**src/rtl/vga_sync_gen.sv**
```systemverilog
// vga_sync_gen: 640x480@60 VGA raster timing generator and pixel coordinate source
//   clk, reset (async, active-high)         -> system clock and reset
//   x, y [9:0]                              -> current pixel coordinate (0..H_TOTAL-1, 0..V_TOTAL-1)
//   hsync, vsync                            -> active-low sync pulses for the connector
//   video_on                                -> high inside the visible 640x480 window
//   p_tick                                  -> one-clk pixel enable, every CLK_DIV clocks
//   frame_start                             -> one-clk pulse on the tick that wraps to (0,0)
//   frame_cnt [7:0]                         -> wrapping frame counter, only with VGA_FRAME_CNT_EN
module vga_sync_gen #(
  parameter int CLK_DIV   = 4,
  parameter int H_DISPLAY = 640,
  parameter int H_FRONT   = 16,
  parameter int H_SYNC    = 96,
  parameter int H_BACK    = 48,
  parameter int V_DISPLAY = 480,
  parameter int V_FRONT   = 10,
  parameter int V_SYNC    = 2,
  parameter int V_BACK    = 33
) (
  input  logic       clk,
  input  logic       reset,
  output logic [9:0] x,
  output logic [9:0] y,
  output logic       hsync,
  output logic       vsync,
  output logic       video_on,
  output logic       p_tick,
  output logic       frame_start
`ifdef VGA_FRAME_CNT_EN
  ,
  output logic [7:0] frame_cnt
`endif
);
  localparam int H_TOTAL = H_DISPLAY + H_FRONT + H_SYNC + H_BACK;
  localparam int V_TOTAL = V_DISPLAY + V_FRONT + V_SYNC + V_BACK;
  localparam logic [9:0] H_MAX = 10'(H_TOTAL - 1);
  localparam logic [9:0] V_MAX = 10'(V_TOTAL - 1);
  localparam logic [9:0] H_VIS = 10'(H_DISPLAY);
  localparam logic [9:0] V_VIS = 10'(V_DISPLAY);
  localparam logic [9:0] HS_LO = 10'(H_DISPLAY + H_FRONT);
  localparam logic [9:0] HS_HI = 10'(H_DISPLAY + H_FRONT + H_SYNC - 1);
  localparam logic [9:0] VS_LO = 10'(V_DISPLAY + V_FRONT);
  localparam logic [9:0] VS_HI = 10'(V_DISPLAY + V_FRONT + V_SYNC - 1);
  localparam int DW = CLK_DIV > 1 ? $clog2(CLK_DIV) : 1;
  localparam logic [DW-1:0] DIV_MAX = DW'(CLK_DIV - 1);
  logic [DW-1:0] div_cnt, div_n;
  logic [9:0] x_n, y_n;
  logic h_wrap;
  // p_tick is gated by reset so it reads 0 while held in reset even when CLK_DIV=1
  always_comb begin
    p_tick = !reset && div_cnt == DIV_MAX;
    div_n = div_cnt == DIV_MAX ? '0 : div_cnt + DW'(1);
    h_wrap = p_tick && x == H_MAX;
    x_n = !p_tick ? x : h_wrap ? '0 : x + 10'd1;
    y_n = !h_wrap ? y : y == V_MAX ? '0 : y + 10'd1;
    frame_start = h_wrap && y == V_MAX;
  end
  // sync/blank are decoded from the next coordinates so they switch on the same edge as x/y
  always_ff @(posedge clk or posedge reset) begin
    if (reset) begin
      div_cnt <= '0;
      x <= '0;
      y <= '0;
      hsync <= 1'b1;
      vsync <= 1'b1;
      video_on <= 1'b1;
    end else begin
      div_cnt <= div_n;
      x <= x_n;
      y <= y_n;
      hsync <= !(x_n >= HS_LO && x_n <= HS_HI);
      vsync <= !(y_n >= VS_LO && y_n <= VS_HI);
      video_on <= x_n < H_VIS && y_n < V_VIS;
    end
  end
`ifdef VGA_FRAME_CNT_EN
  always_ff @(posedge clk or posedge reset) begin
    if (reset) frame_cnt <= '0;
    else if (frame_start) frame_cnt <= frame_cnt + 8'd1;
  end
`endif
endmodule

```
**config.mk**
```make
export PLATFORM = sky130hd
export DESIGN_NAME = vga_sync_gen
export DESIGN_NICKNAME = d
export VERILOG_FILES = /design/src/rtl/vga_sync_gen.sv
export SDC_FILE = /design/constraint.sdc
export NUM_CORES = 1
export LEC_CHECK = 0
export ABC_AREA = 1
export CORE_UTILIZATION = 54
export DETAILED_ROUTE_END_ITERATION = 6
export GPL_TIMING_DRIVEN = 0
export PLACE_DENSITY = 0.8
export SYNTH_ARGS = -nofsm -noshare
export SYNTH_HDL_FRONTEND = slang
export SYNTH_SLANG_ARGS = --single-unit
```
**constraint.sdc**
```tcl
create_clock -name clk -period 1.9 [get_ports clk]
set_input_delay 0.38 -clock clk [delete_from_list [all_inputs] [get_ports clk]]
set_output_delay 0.38 -clock clk [all_outputs]
set_load 0.1 [all_outputs]
```
==> summary by stage, run 1 <==
Status
The flow ran to the end, but the final reports show violations. The final reports fail on negative setup slack.

Global route
The number of antenna violations at the first check in global routing was 0. The total congestion overflow after global routing is 0. The first global-routing pass estimated between 6 and 7 mm of wire. Entering global routing, the biggest net connects 14 pins.

The number of global-route vias before repair was 1537. Across every metal layer, demand over resource in global routing totals 25.8%.

Logic synthesis
Yosys mapped a number of flops with a built-in enable equal to 0. The sequential cell area fraction in the yosys report is 36.3%. The cell area that synthesis handed to floorplanning was 1730 µm². The post-synthesis average cell area is 6.93 µm². The number of nets handed over by synthesis was 256. The share of synthesized registers carrying an async set or reset is 100%. The register bit total from synthesis is 25. The yosys synthesis warning count is 0. In this run, distinct cell masters in the synthesized netlist total 33. The number of standard cells after synthesis is 250. The most used flip-flop cell after synthesis is sky130_fd_sc_hd__dfrtp_1.

Power
The fraction of power spent switching nets is 51.7%. In this run the power spent charging and discharging nets is 0.00101 W. Dividing total power by cell area gives a power density of between 800 and 900 nW/µm². The peak supply drop is ~0.0011 V. The internal power is 0.000944 W. Per report_power, the sequential group accounts for 36.8% of the total. The analysis attributes to cell leakage a power of 1.22 nW. The share of power burned in the clock network is roughly an eighth.

The portion of total power attributed to combinational logic is 51.1%.

Clock tree
The number of buffers created by CTS is 3. The total number of clock tree sinks is 25. After clock tree synthesis, the clock-pin slew on the worst setup and hold paths is 0.13 ns.

The clock tree from TritonCTS is done. The buffer depth of the longest clock path is 2. In this run the number of H-tree levels came out at 1. The clock latency on the worst-skew pair is 0.32 ns.

In this run the clock root is driven by a sky130_fd_sc_hd__clkbuf_4.

Layout
In the layout the commonest cells are 70 x sky130_fd_sc_hd__nand2_1, 38 x sky130_fd_sc_hd__inv_1, 27 x sky130_fd_sc_hd__nand3_1. The leading cell type in the layout, fill and taps excluded is sky130_fd_sc_hd__nand2_1. The repair_antennas step left the layout with diodes totalling 0. Compared with the post-synthesis result, the final layout area differs by 38.3%. The final layout contains 305 nets. The share of layout cells above drive strength 1 is 37.6%.

The count of cells in the finished layout, fillers not included, comes to 342.

Timing
Between clock sinks in the finished design, the worst skew comes to between 0.009 and 0.01 ns. The relative max-transition margin is 63.2%. The final cycle utilization of the critical path is 112%. Setup repair after global routing could not meet its margin everywhere. The final critical delay including setup and external delays is 2.14 ns. The number of hold violations in the final report was 0. The worst-margin pin slew is 0.554 ns.

The final number of max-transition violations was 0. The count of endpoints failing setup in the final report is 2. Once routing completed, OpenROAD measured the worst setup slack at -0.237 ns. Static timing analysis puts the maximum clock frequency at 468 MHz.

Worst hold path
The worst hold path belongs to the class in -> async.

Place
The worst setup slack after placement is -1.74 ns. The congestion estimate from routability-driven global placement came to 0.890. Including well taps, the total number of placed cells is 320. Summed over all nets, the half-perimeter wirelength after detailed placement is 2.94 mm. The number of buffers added on ports is 26.

Detailed routing
The count of nets left with antenna violations once routing finished came out at 0. The violation count after the first detailed-route iteration is approximately 110. After detailed routing, the number of vias per cell comes to 5.04. Wires add up to 4.40 mm. The pre-antenna-repair detailed-routing pass consisted of 4 iterations. In the routed design, unresolved DRC markers number 0. The via total after detailed routing is approximately 1700. In the final routed layout, each cell accounts on average for 12.9 µm.

Critical path
Of all nets on the critical path, the largest fanout is 4. In this run the critical register-to-register path is captured at vsync. The startpoint identified for the worst register-to-register timing path is x[0]. Counting cells, the worst reg-to-reg path comes to 10.

Across all register-to-register paths, the minimum setup slack is 0.06 ns. The endpoint kind of the worst setup timing path is a primary output. At the worst endpoint, the arrival time is 1.76 ns.

The endpoint required time on the critical path is 1.52 ns. The category of the worst setup path launch point is a flip-flop. The kind of critical path is reg -> out.

Die
The die covers 3440 µm². In this run the core area contains 20 standard-cell rows. The die width is about 60 µm.

The effective utilization at floorplan is 56.8%. The boundary pin count is 27. The region available for standard cell placement spans ~3100 µm². In this run the vertical extent of the chip is 58.7 µm.

Job
Max-cap violations in this run came to 0.
timing repair:
action | CTS | global route
pin swaps | 6 | 7
hold buffers | 0 | 0
cloned | 1 | 0
setup buffers | 8 | 9
endpoints found under the setup margin | 34 | 6
resized for setup | 103 | 5
critical path, cell delays in order (launching register included):
cell and delay [ns]:
sky130_fd_sc_hd__dfrtp_1 0.45, sky130_fd_sc_hd__ha_4 0.20, sky130_fd_sc_hd__nand3_4 0.09, sky130_fd_sc_hd__nor2_4 0.14
sky130_fd_sc_hd__nand2_4 0.07, sky130_fd_sc_hd__nor3_4 0.26, sky130_fd_sc_hd__buf_12 0.21
area by class of cell:
type,instances,area [µm²]
buffer,4,36.3
clock buffer,4,26.3
fill,224,656
inverter,48,208
multi-input combinational,173,975
sequential,25,659
tap,44,55.1
timing repair buffer,43,429
timing repair inverter,1,8.76
metal layers:
| metal | global-route usage, % | vias up | wire length [µm] |
|---|---|---|---|
| li1 | - | 877 | - |
| met1 | 32.0 | 787 | 1820 |
| met2 | 45.6 | 54 | 2340 |
| met3 | 3.30 | 6 | 173 |
| met4 | 10.2 | 0 | 70 |
| met5 | 0 | - | 0 |
power groups by stage:
stage / clock (W) / combinational [W] / sequential (W)
final: 0.000236 / 0.00100 / 0.000719
after global routing: 0.000269 / 0.00106 / 0.000732
after CTS: 0.000248 / 0.000983 / 0.000717
after detailed placement: 0 / 0.000972 / 0.000727
after global placement: 0 / 0.000958 / 0.000727
after floorplan: 0 / 0.000270 / 0.00122
sequential cells by signal (all words and copies together), names as in the netlist:
signal	count
video_on	1
div_cnt	2
vsync	1
x	10
y	10
hsync	1
worst max-delay path by stage:
stage                          start     endpoint  slack (ns)  cells past startpoint
after floorplan                 x[0]  frame_start       -0.54                      5
after global placement         reset  frame_start       -1.76                      7
after detailed placement       reset  frame_start       -1.74                      7
after CTS                       x[6]  frame_start       -0.16                      6
after global routing      div_cnt[0]  frame_start       -0.30                      6
final                     div_cnt[0]  frame_start       -0.24                      6
per-stage QoR:
stage | power [W] | area (µm²) | setup TNS [ns] | util [%] | hold slack [ns]
floorplan | 0.00149 | 1790 | -0.929 | - | 0.284
global placement | 0.00169 | 2110 | -8.79 | 69.1 | 0.415
detailed placement | 0.00170 | 2110 | -8.74 | 69.1 | 0.422
CTS | 0.00195 | 2320 | -0.161 | 75.9 | 0.176
global route | 0.00206 | 2400 | -0.519 | 78.5 | 0.181
finish | 0.00196 | 2400 | -0.242 | 78.5 | 0.190
Yosys cell counts (2+ instances only):
library cell,count,area [µm²]
sky130_fd_sc_hd__nand3_2,3,30.0
sky130_fd_sc_hd__buf_2,2,10.0
sky130_fd_sc_hd__o21ai_0,2,10.0
sky130_fd_sc_hd__nand2_2,4,25.0
sky130_fd_sc_hd__nor2_4,2,22.5
sky130_fd_sc_hd__ha_1,4,50.1
sky130_fd_sc_hd__nor2_1,27,101
sky130_fd_sc_hd__dfstp_2,3,78.8
sky130_fd_sc_hd__nand4_1,7,43.8
sky130_fd_sc_hd__nand2_1,71,267
sky130_fd_sc_hd__dfrtp_1,22,551
sky130_fd_sc_hd__nor3_1,5,25.0
sky130_fd_sc_hd__a21oi_1,2,10.0
sky130_fd_sc_hd__inv_1,41,154
sky130_fd_sc_hd__o21ai_1,3,15.0
sky130_fd_sc_hd__nor2_2,5,31.3
sky130_fd_sc_hd__nand3_1,27,135
sky130_fd_sc_hd__inv_2,5,18.8
cell families after synthesis:
logic type	Yosys count	synth area share [%]
AOI/OAI and AO/OA	10	3.32
DFF	25	36.3
buffers and inverters	52	12.1
and+or+nand+nor	158	44.8
adders and majority gates	4	2.89
xor gates and xnor gates	1	0.506
(Power assumes the default switching activity.)
==> inputs of run 2 (changes only) <==
==> constraint.sdc (replaced) <==
create_clock -name clk -period 2 [get_ports clk]
set_input_delay 0.4 -clock clk [delete_from_list [all_inputs] [get_ports clk]]
set_output_delay 0.4 -clock clk [all_outputs]
set_load 0.1 [all_outputs]
==> run 2 against run 1 <==
The run still ends with negative setup slack left. Critical path depth rose by 1. Register-to-register slack improved by 0.08 ns. Clock power fell by 7%. Non-clock buffer count fell by 2. Combinational power fell by 6%. Utilization fell by 2.3 points. Total power fell by 5.9%. Worst hold slack improved by 0.064 ns. Sequential share of layout area rose by 0.60 points. Cell count fell by 0.58%. Worst setup slack improved by 0.12 ns. Sequential power fell by 5.1%. Critical endpoint unchanged. Largest cell class unchanged. Largest power group unchanged.
==> summary by stage, run 2 (synthesis results as in run 1) <==
Status
The flow ran to the end, but the final reports show violations. The checks that failed: negative setup slack.

Critical path
The critical path goes through inv_2 -> ha_4 -> nand2_4 -> nor2_4 -> inv_2 -> nor3_4 -> buf_12. The kind of critical path is reg -> out. The highest fanout seen on the critical path is 3. Data arrives at the worst endpoint at 1.72 ns. The cell with the biggest individual delay on the critical path is sky130_fd_sc_hd__dfrtp_2. The top cell family by delay on the critical path is simple AND/OR/NAND/NOR gates. The start point of the critical path is y[0]. The critical path contains buffers and inverters numbering 3 combined. The category of the worst setup path launch point is a flip-flop. For the worst setup path, the data required time is around 1.6 ns. The endpoint kind of the worst setup timing path is a primary output. The source of the worst register-to-register timing path is x[0].

The cell that appears most often on the critical path is sky130_fd_sc_hd__inv_2. The largest incremental delay on the critical path is 0.43 ns.

Timing
In the post-route analysis, the smallest setup slack over all paths is -0.121 ns. Setup repair after global routing could not meet its margin everywhere. The clock skew after layout is 0.00487 ns. The worst-margin pin slew is 0.959 ns. The relative max-transition margin is 36.3%. The count of endpoints failing setup in the final report is 1. The final critical path takes up 106% of the cycle. The highest clock frequency the design can meet is 472 MHz. The number of hold violations in the final report is 0.

The final critical delay including setup and external delays is 2.12 ns. The final number of max-transition violations is 0. Summed over all failing endpoints, the final setup total negative slack is -0.121 ns.

Job
The tool flagged a number of max-cap violations equal to 0.

Place
The number of buffers added on ports is 26. The count of placed standard cells including taps is 320. The wire-length estimate of the detail-placed layout is 2.87 mm. At the end of routability-driven placement, the weighted congestion stood at 0.876.

The cell area reported after detailed placement is 2100 µm².

Die
The effective utilization at floorplan is between 50% and 60%. The die covers 3440 µm². The initialized floorplan defines 20 standard-cell rows. The die span in y is 58.7 µm. In this run the count of I/O pins placed on the die edge is 27.

Measured along the x axis, the die boundary spans 58.7 µm. The region available for standard cell placement spans approximately 3000 µm².

Clock tree
The clock latency on the worst-skew pair is ~0.31 ns. The number of buffers created by CTS is 3. The clock tree from TritonCTS is done.

CTS built an H-tree with a depth of 1. The clock root buffer master is sky130_fd_sc_hd__clkbuf_4. The total number of clock tree sinks is 25. The total of hold buffers inserted after clock tree synthesis is 0.

Clock-pin slew was measured on the worst setup and hold paths at about 0.13 ns. The clock passes through at most 2 buffers.

Global route
In the global route stage, overall resource usage came out at 25.4%. The most used routing layer is met2. In the global route stage, met3 resource usage came out at about 2.2%. Global routing consumed, on the met2 layer, between 40% and 50% of the routing resources. The number of antenna violations at the first check in global routing was 0. The total overflow left after global routing is 0. The number of global-route vias before repair is 1547. The largest net degree at the start of global routing is 15.

The wire length of the first global-routing pass is 6.58 mm. Global routing used between 30% and 40% of the available met1 tracks.

Detailed routing
For this run, the detailed router's first-pass iteration total came to 4. For this run, design rule violations remaining after detail routing come to 0. In the final routed layout, each cell accounts on average for 12.5 µm. The number of nets with antenna violations after routing is 0. Dividing the detail-routed via count by the number of cells gives 5.03. The violation count after the first detailed-route iteration is 74.

The via total after detailed routing is 1710. The total wire length after detailed routing is around 4.2 mm.

Power
The total leakage power is ~1.2 nW. The power density over cell area is 790 nW/µm². The peak supply drop is 0.00105 V. After layout, the design draws a total of 0.00184 W.

Layout
The library cells used most frequently in the layout, excluding fill and tap cells, are 70 x sky130_fd_sc_hd__nand2_1, 38 x sky130_fd_sc_hd__inv_1, 26 x sky130_fd_sc_hd__nand3_1. The number of antenna diodes in the final layout is 0. Leaving out fill and tap cells, the most frequent cell in the layout is sky130_fd_sc_hd__nand2_1. The area added between synthesis and finish is 34.4%. The number of standard cells in the final layout excluding fillers is 340. The post-layout net count is 303.

The post-route netlist has 34.8% of its cells at a drive strength greater than 1. The utilization after layout is 76.3%. The design area is 2330 µm². The largest registers in the layout are x (10), y (10), div_cnt (2).

Worst hold path
The worst hold path belongs to the class in -> async.
-- run 2: layer usage --
metal	share of wire, %	up-vias	wire length, µm
met4	2.0	0	83
met1	42	785	1770
met3	3.9	8	164
met5	0	-	0
li1	-	870	-
met2	52	47	2220
-- run 2: through the flow --
step                setup WS (ns)  hold slack (ns)
floorplan                  -0.457            0.304
global placement            -1.66            0.416
detailed placement          -1.67            0.418
CTS                        -0.199            0.237
global route               -0.179            0.240
finish                     -0.121            0.254
-- run 2: report_power, final --
group	switching (W)	leakage, nW	total [W]	internal (W)
logic	0.000725	0.938	0.000939	0.000214
registers	0.0000894	0.253	0.000682	0.000593
clock network	0.000141	0.0150	0.000219	0.0000778
total	0.000955	1.21	0.00184	0.000885
-- run 2: final timing paths --
path	to	cells past startpoint	slack, ns
min reg2reg	div_cnt[0]	1	0.51
max in group asynchronous	hsync	3	1.29
min	div_cnt[1]	2	0.25
min in group clk	div_cnt[0]	1	0.51
max reg2reg	vsync	12	0.14
max	frame_start	7	-0.12
-- run 2: final cells by class --
| class | count | area [µm²] |
|---|---|---|
| plain buffers | 4 | 28.8 |
| well taps | 44 | 55.1 |
| repair buffers | 41 | 363 |
| inverters | 48 | 208 |
| clock buffers | 4 | 26.3 |
| multi-input cells | 173 | 985 |
| fillers | 249 | 724 |
| flip-flops and latches | 25 | 654 |
| repair inverters | 1 | 8.76 |
-- run 2: repair_timing --
action,CTS,global route
pin swaps,1,6
endpoints found under the setup margin,30,11
gates resized for setup,75,27
cloned,1,0
setup buffers,1,14
